$ cat src/rtl/cache_ctrl_fsm.sv
// Control FSM for a 2-way set-associative, write-back, write-allocate L1 cache.
// Sequences tag check, victim writeback and line fill, and keeps saturating hit/miss counters.
module cache_ctrl_fsm #(
  parameter int s_offset = 5,
  parameter int s_index  = 3,
  parameter int s_cnt    = 16
) (
  input  logic             clk,
  input  logic             rst,
  input  logic             mem_read,
  input  logic             mem_write,
  input  logic             hit0,
  input  logic             hit1,
  input  logic             dirty0,
  input  logic             dirty1,
  input  logic             lru,
  input  logic             pmem_resp,
  output logic             mem_resp,
  output logic             pmem_read,
  output logic             pmem_write,
  output logic             pmem_addr_sel,
  output logic             way_sel,
  output logic             load_tag,
  output logic             load_valid,
  output logic             load_data,
  output logic             data_src,
  output logic             load_dirty,
  output logic             dirty_in,
  output logic             load_lru,
  output logic             lru_in,
  output logic [s_cnt-1:0] hit_cnt,
  output logic [s_cnt-1:0] miss_cnt
);

  if (s_cnt < 1 || s_offset < 0 || s_index < 0) begin : g_cfg_err
    $error("cache_ctrl_fsm: illegal geometry parameters");
  end

  typedef enum logic [1:0] {IDLE, CHECK, WB, FILL} state_e;

  state_e           state_q, state_d;
  logic             victim_q, victim_d;
  logic             retry_q, retry_d;
  logic [s_cnt-1:0] hit_cnt_q, hit_cnt_d;
  logic [s_cnt-1:0] miss_cnt_q, miss_cnt_d;

  logic req;
  logic hit;
  logic hit_way;
  logic victim_dirty;

  assign req          = mem_read | mem_write;
  assign hit          = hit0 | hit1;
  assign hit_way      = hit0 ? 1'b0 : 1'b1;
  assign victim_dirty = lru ? dirty1 : dirty0;

  function automatic logic [s_cnt-1:0] sat_inc(input logic [s_cnt-1:0] v);
    return (&v) ? v : v + 1'b1;
  endfunction

  always_comb begin
    state_d       = state_q;
    victim_d      = victim_q;
    retry_d       = retry_q;
    hit_cnt_d     = hit_cnt_q;
    miss_cnt_d    = miss_cnt_q;
    mem_resp      = 1'b0;
    pmem_read     = 1'b0;
    pmem_write    = 1'b0;
    pmem_addr_sel = 1'b0;
    way_sel       = 1'b0;
    load_tag      = 1'b0;
    load_valid    = 1'b0;
    load_data     = 1'b0;
    data_src      = 1'b0;
    load_dirty    = 1'b0;
    dirty_in      = 1'b0;
    load_lru      = 1'b0;
    lru_in        = 1'b0;
    hit_cnt       = hit_cnt_q;
    miss_cnt      = miss_cnt_q;

    unique case (state_q)
      IDLE: begin
        if (req) state_d = CHECK;
      end
      CHECK: begin
        retry_d = 1'b0;
        state_d = IDLE;
        if (req && hit) begin
          mem_resp = 1'b1;
          load_lru = 1'b1;
          lru_in   = ~hit_way;
          // The hit that completes a fill was already counted as a miss.
          if (!retry_q) hit_cnt_d = sat_inc(hit_cnt_q);
          if (mem_write) begin
            way_sel    = hit_way;
            load_data  = 1'b1;
            load_dirty = 1'b1;
            dirty_in   = 1'b1;
          end
        end else if (req) begin
          way_sel    = lru;
          victim_d   = lru;
          miss_cnt_d = sat_inc(miss_cnt_q);
          state_d    = victim_dirty ? WB : FILL;
        end
      end
      WB: begin
        pmem_write    = 1'b1;
        pmem_addr_sel = 1'b1;
        way_sel       = victim_q;
        if (pmem_resp) state_d = FILL;
      end
      FILL: begin
        pmem_read = 1'b1;
        way_sel   = victim_q;
        if (pmem_resp) begin
          load_tag   = 1'b1;
          load_valid = 1'b1;
          load_data  = 1'b1;
          data_src   = 1'b1;
          load_dirty = 1'b1;
          // Abandoned requests skip the retry so the flag cannot leak into the next one.
          retry_d    = req;
          state_d    = req ? CHECK : IDLE;
        end
      end
      default: state_d = IDLE;
    endcase

    if (rst) begin
      mem_resp      = 1'b0;
      pmem_read     = 1'b0;
      pmem_write    = 1'b0;
      pmem_addr_sel = 1'b0;
      way_sel       = 1'b0;
      load_tag      = 1'b0;
      load_valid    = 1'b0;
      load_data     = 1'b0;
      data_src      = 1'b0;
      load_dirty    = 1'b0;
      dirty_in      = 1'b0;
      load_lru      = 1'b0;
      lru_in        = 1'b0;
      hit_cnt       = '0;
      miss_cnt      = '0;
    end
  end

  always_ff @(posedge clk) begin
    if (rst) begin
      state_q    <= IDLE;
      victim_q   <= 1'b0;
      retry_q    <= 1'b0;
      hit_cnt_q  <= '0;
      miss_cnt_q <= '0;
    end else begin
      state_q    <= state_d;
      victim_q   <= victim_d;
      retry_q    <= retry_d;
      hit_cnt_q  <= hit_cnt_d;
      miss_cnt_q <= miss_cnt_d;
    end
  end

endmodule
$ cat config.mk
export PLATFORM = sky130hd
export DESIGN_NAME = cache_ctrl_fsm
export DESIGN_NICKNAME = d
export VERILOG_FILES = /design/src/rtl/cache_ctrl_fsm.sv
export SDC_FILE = /design/constraint.sdc
export NUM_CORES = 1
export LEC_CHECK = 0
export ABC_CLOCK_PERIOD_IN_PS = 3000
export CAP_MARGIN = 20
export CORE_MARGIN = 8
export CORE_UTILIZATION = 31
export DETAILED_ROUTE_END_ITERATION = 10
export SLEW_MARGIN = 40
export SYNTH_ARGS = -nofsm -noshare
export SYNTH_HDL_FRONTEND = slang
export SYNTH_SLANG_ARGS = --single-unit
$ cat constraint.sdc
create_clock -name clk -period 3 [get_ports clk]
set_input_delay 0.3 -clock clk [delete_from_list [all_inputs] [get_ports clk]]
set_output_delay 0.3 -clock clk [all_outputs]
set_load 0.02 [all_outputs]
==> results.cfg <==
[die]
start_util = 0.318
die_h_um = 102
dieArea_sq_um = 10400
ios = 55
rows = 31
core_sq_um = 7210
die_w_um = 102

[final_layout]
regArea_sq_um = 721
final_area_sq_um = 2980
filler_cell_count = 747
area_growth_pct = 29.8
fin_nets = 328
multiInputGateArea_sq_um = 1450
drive_above_1_share = 0.123
final_cells = 416
utilization = 0.413
final_cell_mix = 53 x clkdlybuf4s50_1, 36 x dfxtp_1, 31 x nor2b_1
layout_commonest_cell = clkdlybuf4s50_1
antenna_cells = 0

[timing]
max_freq_mhz = 389
fin_crit_sh = 0.857
holdWs_ns = 0.388
setup_viol = 0
fin_crit_ns = 2.57
rsz0062_at_grt = false
slew_viol_final = 0
setup_tns_ns = 0
hold_viol = 0
fin_skew_ns = 0.0124
max_slew_margin = 0.684
tightest_slew_ns = 0.470

[global_routing]
overflow = 0
grt_usage = 0.113
grt_max_degree = 59
antenna_found_initial = 0
use_met2 = 0.177
top_usage_layer = met2
grt_util_met3 = 0.0327
grt.met1_usage = 0.144
grt_pass1_vias = 1961
grt_pass1_wl_mm = 9.58

[clock_network]
cts_hold_buf = 0
cts.htree.levels = 2
cts_tree = built
clock_latency_ns = 0.30
cts_setup_buffers = 0
clock-sinks = 36
cts_root_buffer = clkbuf_8
cts_buffers = 5
clk_pin_slew_ns = 0.09
cts_buffer_depth = 2
cts-resized-gates = 0

[placed_design]
post-dp-hpwl_mm = 4.30
gp_congestion = 0.803
placed_area_sq_um = 2870
dp_cells = 408
io_buffers = 54

[synthesis]
synth_warnings = 0
yosysUniqueCellTypes = 48
synth.yosys.seq_area_share = 0.314
netlist_instances = 273
synth_enable_flop_cells = 0
ys.flop_type = dfxtp_1
synthArstFlopShare = 0
synth_nets = 285
synth-seq-cells = 36
syn_area_per_cell_sq_um = 8.41
synth_area_sq_um = 2300

[power_and_ir_drop]
swShare = 0.257
ir_worst_vdd_mv = 0.184
seqPwrFrac = 0.472
p_comb_frac = 0.089
switchingPower_uw = 267
cellLeakagePower_nw = 0.982
clkPwrFrac = 0.440
power.internal_uw = 770
power-per-cell-area_nw_per_um2 = 347

[setup_path]
rrSetupSlack_ns = 0.87
arrival_ns = 2.27
required_ns = 2.70
cp_max_fo = 8
start_kind = register
crit_type = register to primary output
worstSetupEndpointType = primary output

[detailed_routing]
drt_iter0_markers = 63
vias = 2151
post-route-drc-count = 0
avgViaCountPerCell = 5.17
wirelength_mm = 5.82
wl_per_cell_um = 14.0
dr.pass1.iters = 5
ant_nets = 0

[run_status]
outcome = finished, final reports clean

[job]
cap_violations = 0

[hold_path]
min_path_type = input pin to register
## path summary, 6_finish.rpt
kind                                  from             to  cells after the start
worst min register to register    victim_q       victim_q                      2
worst min-delay path                   rst       victim_q                      2
worst max register to register  state_q[0]  miss_cnt_q[7]                      4
worst max-delay path            state_q[0]     load_dirty                      4
## layout make-up
class                           instances  share of cell area
Tap cell                               99              0.0415
Clock buffer                            5              0.0231
Clock inverter                          3              0.0155
Sequential cell                        36               0.242
Inverter                                4             0.00503
Multi-Input combinational cell        213               0.484
Timing Repair Buffer                   56               0.189
## routing by layer
metal,routed length [um],vias to the layer above
met2,2620,46
met5,0,-
met3,417,7
met4,67,0
met1,2710,991
li1,-,1107
## flip-flops by register name, indices dropped and copies added (netlist names), named ones only
name	count
miss_cnt_q	16
hit_cnt_q	16
victim_q	1
state_q	1
retry_q	1
## metrics by stage
step	total power, mW	worst slack [ns]
final	1.04	0.429
after global routing	1.07	0.215
after detailed placement	0.592	0.496
after global placement	0.591	0.519
after CTS	1.04	0.422
after floorplan	0.562	0.811
## Yosys cell counts, types with 2 or more instances
master	number	area, sq um
a21oi_1	17	85.1
and2_1	3	18.8
and4_1	5	43.8
buf_1	2	7.51
buf_2	3	15.0
buf_4	6	45.0
buf_6	2	22.5
clkbuf_1	7	26.3
dfxtp_1	36	721
ha_1	2	25.0
inv_1	4	15.0
mux2_1	3	33.8
mux2_2	13	146
mux2_4	2	30.0
nand2_1	13	48.8
nand3_1	14	70.1
nand4_1	10	62.6
nand4_2	3	37.5
nor2_1	25	93.8
nor2b_1	31	194
nor3_1	9	45.0
nor3b_1	2	15.0
nor4_1	9	56.3
nor4_4	2	42.5
nor4b_1	2	17.5
o21ai_0	7	35.0
o31ai_1	7	52.6
o41ai_1	5	43.8
or3_1	2	12.5
or4_1	9	67.6
## kinds of logic (layout without fill, tap and decap cells)
kind of cell,after synthesis,after routing,synth area share
flip-flops,36,36,0.314
AND/OR/NAND/NOR,151,151,0.411
buffers and inverters,24,68,0.0572
AO/OA/AOI/OAI,42,42,0.115
multiplexers,18,18,0.0915
adder cells (fa/ha/maj),2,2,0.0109
## power by group through the flow
stage / Combinational (mW) / Clock, mW / Sequential [mW]
2_1_floorplan: 0.0648 / 0 / 0.497
3_3_place_gp: 0.0908 / 0 / 0.500
4_1_cts: 0.0920 / 0.464 / 0.489
3_5_place_dp: 0.0916 / 0 / 0.500
5_1_grt: 0.101 / 0.483 / 0.490
6_report: 0.0918 / 0.456 / 0.489
## worst max-delay path: stages, from the launching register on
cell and delay [ns]:
dfxtp_1 0.48, and2b_1 0.34, a32oi_1 0.16, nor3b_1 0.32
clkdlybuf4s50_1 0.68
No activity file was read; power rests on OpenSTA's default activity.
